--- src/rtl/mem_bus_arbiter_pkg.sv ---
// Shared types and constants for the instruction/data memory bus arbiter.
package mem_bus_arbiter_pkg;

   typedef enum logic [1:0] {
      IDLE = 2'd0,
      REQ  = 2'd1,
      WAIT = 2'd2,
      RESP = 2'd3
   } state_t;

   localparam logic SRC_INST = 1'b0;
   localparam logic SRC_DATA = 1'b1;

   localparam int unsigned MASK_W = 8;

endpackage

--- src/rtl/mem_arb_pick.sv ---
// Combinational source selection between fetch and load/store requests.
// MEM_BUS_ARBITER_RR_EN: when defined, simultaneous requests alternate
// against last_grant; otherwise data always beats instruction.
module mem_arb_pick
   import mem_bus_arbiter_pkg::*;
(
   input  logic inst_req,
   input  logic data_req,
   input  logic last_grant,
   output logic grant_valid,
   output logic grant_src
);

`ifdef MEM_BUS_ARBITER_RR_EN
   // Round-robin: on a tie the source not granted last time wins
   always_comb begin
      grant_valid = inst_req | data_req;
      grant_src   = SRC_DATA;
      if (inst_req && data_req) begin
         grant_src = (last_grant == SRC_DATA) ? SRC_INST : SRC_DATA;
      end else if (inst_req) begin
         grant_src = SRC_INST;
      end
   end
`else
   logic unused_last_grant;
   assign unused_last_grant = last_grant;

   // Fixed priority: data port beats instruction fetch
   always_comb begin
      grant_valid = inst_req | data_req;
      grant_src   = SRC_DATA;
      if (inst_req && !data_req) begin
         grant_src = SRC_INST;
      end
   end
`endif

endmodule

--- src/rtl/mem_bus_arbiter.sv ---
// Shares one memory bus between instruction fetch and load/store ports.
// Single outstanding transaction: IDLE -> REQ -> WAIT -> RESP -> IDLE.
// MEM_BUS_ARBITER_RR_EN: adds a last-grant register for round-robin ties.
module mem_bus_arbiter
   import mem_bus_arbiter_pkg::*;
#(
   parameter int unsigned ADDR_WIDTH = 64,
   parameter int unsigned DATA_WIDTH = 64,
   parameter int unsigned INST_WIDTH = 32
) (
   input  logic                  clk,
   input  logic                  rst,
   input  logic                  inst_addr_valid_i,
   input  logic [ADDR_WIDTH-1:0] inst_addr_i,
   output logic                  inst_valid_o,
   output logic [INST_WIDTH-1:0] inst_o,
   input  logic                  data_r_en_i,
   input  logic                  data_w_en_i,
   input  logic [ADDR_WIDTH-1:0] data_addr_i,
   input  logic [DATA_WIDTH-1:0] data_w_i,
   input  logic [MASK_W-1:0]     data_w_mask_i,
   output logic                  data_r_valid_o,
   output logic [DATA_WIDTH-1:0] data_r_o,
   output logic                  data_w_ready_o,
   output logic                  mem_req_o,
   output logic                  mem_we_o,
   output logic [ADDR_WIDTH-1:0] mem_addr_o,
   output logic [DATA_WIDTH-1:0] mem_wdata_o,
   output logic [MASK_W-1:0]     mem_wmask_o,
   input  logic                  mem_gnt_i,
   input  logic                  mem_resp_i,
   input  logic [DATA_WIDTH-1:0] mem_rdata_i
);

   state_t state;
   logic   src;
   logic   last_grant;
   logic   grant_valid;
   logic   grant_src;

   mem_arb_pick u_pick (
      .inst_req    (inst_addr_valid_i),
      .data_req    (data_r_en_i | data_w_en_i),
      .last_grant  (last_grant),
      .grant_valid (grant_valid),
      .grant_src   (grant_src)
   );

`ifdef MEM_BUS_ARBITER_RR_EN
   // Remember which source was granted on every issue
   always_ff @(posedge clk or posedge rst) begin
      if (rst) begin
         last_grant <= SRC_DATA;
      end else if (state == IDLE && grant_valid) begin
         last_grant <= grant_src;
      end
   end
`else
   assign last_grant = SRC_DATA;
`endif

   // Transaction sequencer; mem_* come straight from the latched request
   always_ff @(posedge clk or posedge rst) begin
      if (rst) begin
         state          <= IDLE;
         src            <= SRC_INST;
         inst_valid_o   <= 1'b0;
         inst_o         <= '0;
         data_r_valid_o <= 1'b0;
         data_r_o       <= '0;
         data_w_ready_o <= 1'b0;
         mem_req_o      <= 1'b0;
         mem_we_o       <= 1'b0;
         mem_addr_o     <= '0;
         mem_wdata_o    <= '0;
         mem_wmask_o    <= '0;
      end else begin
         inst_valid_o   <= 1'b0;
         data_r_valid_o <= 1'b0;
         data_w_ready_o <= 1'b0;
         case (state)
            IDLE: begin
               if (grant_valid) begin
                  state     <= REQ;
                  mem_req_o <= 1'b1;
                  src       <= grant_src;
                  if (grant_src == SRC_DATA) begin
                     // A store wins over a simultaneous (illegal) load
                     mem_we_o    <= data_w_en_i;
                     mem_addr_o  <= data_addr_i;
                     mem_wdata_o <= data_w_en_i ? data_w_i : '0;
                     mem_wmask_o <= data_w_en_i ? data_w_mask_i : '0;
                  end else begin
                     mem_we_o    <= 1'b0;
                     mem_addr_o  <= {inst_addr_i[ADDR_WIDTH-1:2], 2'b00};
                     mem_wdata_o <= '0;
                     mem_wmask_o <= '0;
                  end
               end
            end
            REQ: begin
               if (mem_gnt_i) begin
                  state     <= WAIT;
                  mem_req_o <= 1'b0;
               end
            end
            WAIT: begin
               if (mem_resp_i) begin
                  state <= RESP;
                  if (src == SRC_INST) begin
                     inst_valid_o <= 1'b1;
                     inst_o <= mem_addr_o[2] ? mem_rdata_i[2*INST_WIDTH-1:INST_WIDTH]
                                             : mem_rdata_i[INST_WIDTH-1:0];
                  end else if (mem_we_o) begin
                     data_w_ready_o <= 1'b1;
                  end else begin
                     data_r_valid_o <= 1'b1;
                     data_r_o       <= mem_rdata_i;
                  end
               end
            end
            RESP: begin
               state <= IDLE;
            end
            default: begin
               state <= IDLE;
            end
         endcase
      end
   end

`ifndef SYNTHESIS
   // Flag a load and a store presented together while sampling
   always @(posedge clk) begin
      if (!rst && state == IDLE) begin
         assert (!(data_r_en_i && data_w_en_i))
            else $warning("mem_bus_arbiter: simultaneous load and store, store issued");
      end
   end
`endif

endmodule

--- config.mk ---
export PLATFORM = sky130hd
export DESIGN_NAME = mem_bus_arbiter
export DESIGN_NICKNAME = d
export VERILOG_FILES = /design/src/rtl/mem_bus_arbiter_pkg.sv /design/src/rtl/mem_arb_pick.sv /design/src/rtl/mem_bus_arbiter.sv
export SDC_FILE = /design/constraint.sdc
export NUM_CORES = 1
export LEC_CHECK = 0
export CAP_MARGIN = 20
export CORE_AREA = 2 2 198 200
export CTS_CLUSTER_DIAMETER = 150
export DETAILED_ROUTE_END_ITERATION = 10
export DIE_AREA = 0 0 200 202
export GPL_TIMING_DRIVEN = 0
export PLACE_DENSITY = 0.67
export SETUP_SLACK_MARGIN = 0.02
export SYNTH_ARGS = -nofsm -noshare
export SYNTH_HDL_FRONTEND = slang
export SYNTH_HIERARCHICAL = 1
export SYNTH_SLANG_ARGS = --single-unit
--- constraint.sdc ---
create_clock -name clk -period 10.15 [get_ports clk]
set_clock_uncertainty 0.2 [all_clocks]
set_input_delay 1.5225 -clock clk [delete_from_list [all_inputs] [get_ports clk]]
set_output_delay 1.5225 -clock clk [all_outputs]
set_load 0.05 [all_outputs]
### Word level (Yosys, flattened, before mapping)

Cells that the tools add are included.

| cells by class | value |
|---|---|
| equality and inequality tests | 6 |
| multiplexer cells | 26 |
| bitwise logic cells | 4 |
| reduce and logical (&&, ||, !) cells | 9 |

Operators with widths:

| kind | count |
|---|---|
| 64-bit 2-to-1 mux | 3 |
| 32-bit 2-to-1 mux | 1 |
| 8-bit 2-to-1 mux | 2 |
| 1-bit 2-to-1 mux | 15 |
| 3-bit AND reduction | 3 |
| 2-bit case mux with 4 select lines | 1 |
| 2-bit 2-to-1 mux | 3 |
| 2-bit != test, second input constant | 3 |
| 2-bit == test, second input constant | 2 |
| 4-bit AND reduction | 1 |
| 2-bit by 1-bit == test with 1-bit output, second input constant | 1 |
| 2-bit logical NOT | 1 |
| 1-bit NOT | 2 |
| 1-bit bitwise OR | 2 |
| 1-bit case mux with 2 select lines | 1 |
| 2-bit AND reduction | 1 |
| 2-bit nonzero test | 1 |
| 1-bit logical AND | 1 |
| 1-bit logical NOT | 1 |

| word-level totals | value |
|---|---|
| flip-flop bits (word level) | 240 |
| output and inout port bits | 237 |

### Longest topological paths before layout

Gate-level depths: netlist of the first run.

| depth | value |
|---|---|
| depth after elaboration | 4 |
| mapped depth | 8 |
| gate-level depth less buffers | 6 |

### Cells and area by module

Netlist of the first run, hierarchy kept.

Modules (own cells, without submodules):

| module | instances | cells each | area an instance (µm²) | sequential area each (µm²) |
|---|---|---|---|---|
| mem_bus_arbiter | 1 | 751 | 10010.9 | 6005.8 |
| mem_arb_pick | 1 | 2 | 12.5 | 0.0 |

### Worst setup path before layout of the first run

OpenSTA, ideal clock, no wires.

| timing | value |
|---|---|
| kind | input -> register |
| start | in data_w_en_i |
| end | reg src |
| setup time | 0.125 ns |
| data arrival time | 2.772 ns |
| path slack | 7.053 ns |
| stages | 6 |
| path through | or2_2 > or2_1 > nand2_1 > buf_6 > buf_6 > mux2_2 |

| on the way | value |
|---|---|
| elaborated cells between the ends (all ways) | 6 |

RTL lines:

| item | RTL line | RTL |
|---|---|---|
| from (decl) | mem_bus_arbiter.sv:18 | `input logic data_w_en_i,` |
| 1-bit bitwise OR | mem_bus_arbiter.sv:43 | `.data_req (data_r_en_i \| data_w_en_i),` |
| 1-bit bitwise OR | mem_arb_pick.sv:31 | `grant_valid = inst_req \| data_req;` |
| net grant_valid | mem_bus_arbiter.sv:38 | `logic grant_valid;` |
| 2-bit AND reduction (no source line) | -- |  |
| to (signal assigned) | mem_bus_arbiter.sv:86 | `src <= grant_src;` |
| to (decl) | mem_bus_arbiter.sv:36 | `logic src;` |

The timed path passes the listed nets, and every way through them passes these cells.
A chain may end at the register's enable or synchronous reset.

### Final worst setup path of the first run

| timing | value |
|---|---|
| start | reg data_r_o[53] |
| end | out data_r_o[53] |

RTL lines:

| item | RTL line | RTL |
|---|---|---|
| from (decl) | mem_bus_arbiter.sv:23 | `output logic [DATA_WIDTH-1:0] data_r_o,` |
| from (signal assigned) | mem_bus_arbiter.sv:118 | `data_r_o <= mem_rdata_i;` |

No word-level cell between the ends.

==> reports/results.tsv, run 1 <==
stage	metric	value	unit
finish	final_cell_mix	505 x clkdlybuf4s50_1, 240 x dfrtp_1, 101 x nand2_1, 97 x o21ai_0, 94 x mux2i_1	
worst_setup_path	reg2reg_from	state[0]	
floorplanning	start_util	26.2	%
clock_tree	cts_tree	done	
worst_setup_path	reg2reg_slack	7980	ps
synthesis	synth_warnings	6	
worst_setup_path	worstPathArrival	1780	ps
sta	tightestPinTransition	882	ps
worst_setup_path	cpMaxStageDelayCell	clkdlybuf4s50_1	
worst_hold_path	min-delay-start	mem_addr_o[38]	
clock_tree	clock_path_buffers	3	
place	place_ws	6070	ps
power_and_ir_drop	irDropWorstVdd	0.233	mV
finish	final_common_cell	clkdlybuf4s50_1	
finish	nFillCells	3614	
finish	post-route-util	43.9	%
floorplanning	dieArea	0.0404	mm^2
route	wire_per_inst	18.9	um
worst_hold_path	hold_class	reg -> reg	
global_route	grt_max_degree	123	
worst_setup_path	end_kind	primary output	
clock_tree	cts.repair.resized	0	
synthesis	synthCells	752	
route	finalWirelength	34.5	mm
clock_tree	post_cts_buffers	0	
floorplanning	core_area	0.0383	mm^2
worst_setup_path	crit_type	reg -> out	
route	ant_nets	0	
worst_setup_path	path_cells	clkdlybuf4s50_1	
clock_tree	cts_root_buf	clkbuf_16	
clock_tree	htreeDepth	1	
power_and_ir_drop	p_leak	0.00761	uW
status	outcome	completed	
run	maxCapViolCount	0	
route	drtPass1Iterations	4	
floorplanning	rows	72	
synthesis	synth.avg_cell_area	13.3	um^2
clock_tree	cts_sinks	240	
floorplanning	fp.dieW	200	um
route	drtIter0Drc	226	
clock_tree	cts_hold_buf	0	
clock_tree	clock_latency	540	ps
finish	area_delta_synth_final	67.6	%
worst_setup_path	worst-path-buf-inv	1	
worst_setup_path	critPathLaunchType	register	
global_route	grt_pass1_vias	8700	
finish	nNetsFinal	1564	
worst_setup_path	timing.rr.end	inst_o[25]	
place	gp_congestion	0.835	
floorplanning	die_h	202	um
sta	slew_viol_final	0	
worst_setup_path	path_delay_family	buffers and inverters	
synthesis	synth.cell_area	0.0100	mm^2
worst_setup_path	reg2reg_depth	7	
sta	setup_viol	0	
sta	whs	280	ps
finish	num_antenna_cells	0	
worst_hold_path	holdPathEnd	mem_addr_o[38]	
sta	rsz0062_at_grt	no	
sta	hold_violations	0	
place	placement.cell_area	0.0158	mm^2
worst_hold_path	holdPathStages	2	
clock_tree	cts.clk_slew.worst_paths	60	ps
clock_tree	cts_buffers	29	
global_route	antenna_found_initial	1	
route	vias	8110	
sta	slew_headroom	41.2	%
finish	drive_gt1_share	12.4	%
sta	worst_slack	6650	ps
sta	period_share	34.5	%
worst_setup_path	cp.required	8430	ps
floorplanning	io_pins	508	
finish	final_area	0.0168	mm^2
place	numPortBuffers	505	
power_and_ir_drop	power-per-cell-area	377	mW/mm^2
route	vias_per_cell	4.44	
global_route	grtUsageTotal	16.5	%
place	dp_hpwl	26.6	mm
synthesis	syn_nets	1027	
worst_setup_path	critPathMaxFanout	2	
sta	fmax	286	MHz
sta	period_needed	3500	ps
sta	setup_tns	0	ps
route	drc	0	
worst_setup_path	max_stage_delay	840	ps
global_route	overflow	0	
global_route	grt_pass1_wl	51.3	mm
per-layer routing:
metal / global-route usage, % / wire (um) / up-vias
li1: - / - / 3752
met1: 19.1 / 13400 / 3950
met2: 29.1 / 16900 / 346
met3: 4.56 / 3040 / 60
met4: 5.71 / 1070 / 2
met5: 0 / 13 / -
how the worst max path moves through the flow:
stage	startpoint	end	slack, ps	cells after the start
after CTS	mem_wmask_o[6]	mem_wmask_o[6]	6610	1
final	data_r_o[53]	data_r_o[53]	6650	1
after global routing	data_w_en_i	mem_addr_o[62]	6570	7
after detailed placement	data_w_en_i	mem_addr_o[58]	6070	7
after floorplan	rst	data_r_o[0]	1840	1
after global placement	rst	mem_addr_o[20]	-1450	2
report_power, final:
group | internal (uW) | switching (uW) | total, uW
clock network | 690 | 419 | 1110
registers | 1400 | 244 | 1640
logic | 1300 | 2280 | 3580
through the flow:
step	power, uW	cells
2_1_floorplan	3960	752
6_report	6340	1828
3_5_place_dp	5260	1776
4_1_cts	6410	1828
3_3_place_gp	5220	1775
5_1_grt	6630	1828
state kept, by name, summed over array words and instances, names as in the netlist:
name,flops
mem_wdata_o,64
data_r_valid_o,1
mem_we_o,1
state,2
mem_wmask_o,8
src,1
mem_addr_o,64
inst_o,32
data_r_o,64
inst_valid_o,1
data_w_ready_o,1
mem_req_o,1
area by class of cell:
cell class / instances / area, um^2 / share of cell area (%)
Sequential cell: 240 / 6010 / 35.8
Timing Repair Buffer: 506 / 5080 / 30.3
Multi-Input combinational cell: 449 / 3540 / 21.1
Clock buffer: 39 / 853 / 5.08
Tap cell: 518 / 648 / 3.86
Buffer: 54 / 428 / 2.55
Clock inverter: 13 / 183 / 1.09
Inverter: 9 / 53.8 / 0.320
Power figures use the tool's default switching activity.
==> run 2: changes to the inputs <==
clock period = 3.5 ns   (was 10.15 ns; I/O delays follow)
==> reports/results.tsv, run 2 (same netlist as run 1, synthesis figures left out) <==
stage	metric	value	unit
finish	nFillCells	3553	
run	maxCapViolCount	0	
place	placement.cell_area	0.0158	mm^2
clock_tree	clock_latency	540	ps
global_route	grtUsageTotal	16.8	%
sta	hold_violations	0	
finish	nNetsFinal	1568	
sta	tightestPinTransition	660	ps
clock_tree	htreeDepth	1	
worst_setup_path	cp.required	2770	ps
sta	setup_viol	0	
clock_tree	cts_tree	done	
sta	period_needed	2570	ps
route	drtPass1Iterations	4	
worst_setup_path	critPathMaxFanout	3	
power_and_ir_drop	switching_share	46.7	%
worst_setup_path	path_cells	clkdlybuf4s50_1	
clock_tree	cts.repair.resized	0	
global_route	grt_pass1_wl	52.0	mm
worst_setup_path	max_stage_delay	920	ps
power_and_ir_drop	combPwrFrac	56.9	%
finish	final_area	0.0168	mm^2
floorplanning	start_util	26.2	%
global_route	grt_max_degree	41	
clock_tree	cts_buffers	28	
power_and_ir_drop	p_int	9750	uW
worst_setup_path	worstPathArrival	1840	ps
floorplanning	dieArea	0.0404	mm^2
global_route	antenna_found_initial	1	
finish	area_delta_synth_final	67.9	%
route	vias	8059	
finish	final_common_cell	clkdlybuf4s50_1	
worst_hold_path	hold_class	in -> async	
route	drtIter0Drc	238	
power_and_ir_drop	power-per-cell-area	1090	mW/mm^2
worst_setup_path	path_delay_family	buffers and inverters	
route	drc	0	
clock_tree	post_cts_buffers	0	
power_and_ir_drop	clock_power_share	16.9	%
place	gp_congestion	0.789	
worst_setup_path	end_kind	primary output	
place	place_ws	338	ps
floorplanning	core_area	0.0383	mm^2
clock_tree	cts.clk_slew.worst_paths	60	ps
finish	drive_gt1_share	12.4	%
clock_tree	cts_sinks	240	
power_and_ir_drop	seq_power_share	26.2	%
sta	fmax	390	MHz
route	vias_per_cell	4.40	
finish	final_cell_mix	505 x clkdlybuf4s50_1, 240 x dfrtp_1, 101 x nand2_1, 97 x o21ai_0, 94 x mux2i_1	
power_and_ir_drop	irDropWorstVdd	0.553	mV
route	ant_nets	0	
floorplanning	rows	72	
clock_tree	cts_root_buf	clkbuf_16	
status	outcome	completed	
floorplanning	die_h	202	um
sta	period_share	73.3	%
finish	reg_top3	data_r_o x64, mem_addr_o x64, mem_wdata_o x64	
floorplanning	fp.dieW	200	um
route	finalWirelength	34.9	mm
clock_tree	clock_path_buffers	3	
place	dp_hpwl	27.2	mm
power_and_ir_drop	finalPower	18300	uW
sta	slew_headroom	55.8	%
worst_setup_path	critPathLaunchType	register	
clock_tree	cts_hold_buf	0	
route	wire_per_inst	19.0	um
sta	rsz0062_at_grt	no	
worst_setup_path	worst-path-buf-inv	1	
place	numPortBuffers	505	
worst_setup_path	crit_type	reg -> out	
power_and_ir_drop	p_switching	8550	uW
power_and_ir_drop	p_leak	0.00762	uW
worst_setup_path	cpMaxStageDelayCell	clkdlybuf4s50_1	
global_route	overflow	0	
floorplanning	io_pins	508	
finish	num_antenna_cells	0	
sta	worst_slack	934	ps
global_route	grt_pass1_vias	8794	
sta	slew_viol_final	0	
-- run 2: cell count changes in the layout (fill, tap and decap cells not counted), sizes merged --
cell    before  now
clkinv       4    7
buf         45   50
inv         13    9
clkbuf      49   48
-- run 2: stage by stage --
stage / hold WS, ps / cells / utilization [%] / TNS (ps)
floorplan: 308 / 752 / - / -89480
global placement: 263 / 1775 / 41.1 / -555170
detailed placement: 269 / 1781 / 41.4 / 0
CTS: 158 / 1831 / 43.9 / 0
global route: 215 / 1831 / 43.9 / 0
finish: 172 / 1831 / 43.9 / 0
-- run 2: layout make-up --
cell class,instances,area (um^2),area share [%]
flip-flops and latches,240,6010,35.7
repair buffers,511,5170,30.8
multi-input cells,449,3540,21.0
clock buffers,38,810,4.81
well taps,518,648,3.85
plain buffers,54,428,2.54
clock inverters,12,168,0.997
inverters,9,50.0,0.297
-- run 2: final timing paths --
path	from	to	slack (ps)	cells past startpoint
setup reg to reg	state[0]	mem_addr_o[60]	1270	6
hold reg to reg	inst_o[23]	inst_o[23]	280	2
setup / recovery	mem_we_o	mem_we_o	930	1
max in group asynchronous	rst	mem_wdata_o[31]	1550	6
hold / removal	rst	data_r_o[58]	170	2
min in group clk	inst_o[23]	inst_o[23]	280	2
-- run 2: power groups by stage --
stage          logic [uW]  clock network (uW)  registers [uW]
2_1_floorplan        2360                   0            9120
3_3_place_gp        10400                   0            4800
3_5_place_dp        10500                   0            4830
4_1_cts             10500                3180            4810
5_1_grt             10900                3310            4960
6_report            10400                3090            4800
-- run 2: layer usage --
layer	vias up	global-route usage (%)	wire length, um
li1	3751	-	-
met1	3894	19.5	13800
met2	346	29.3	16900
met3	66	4.74	3050
met4	2	5.95	1110
met5	-	0	7
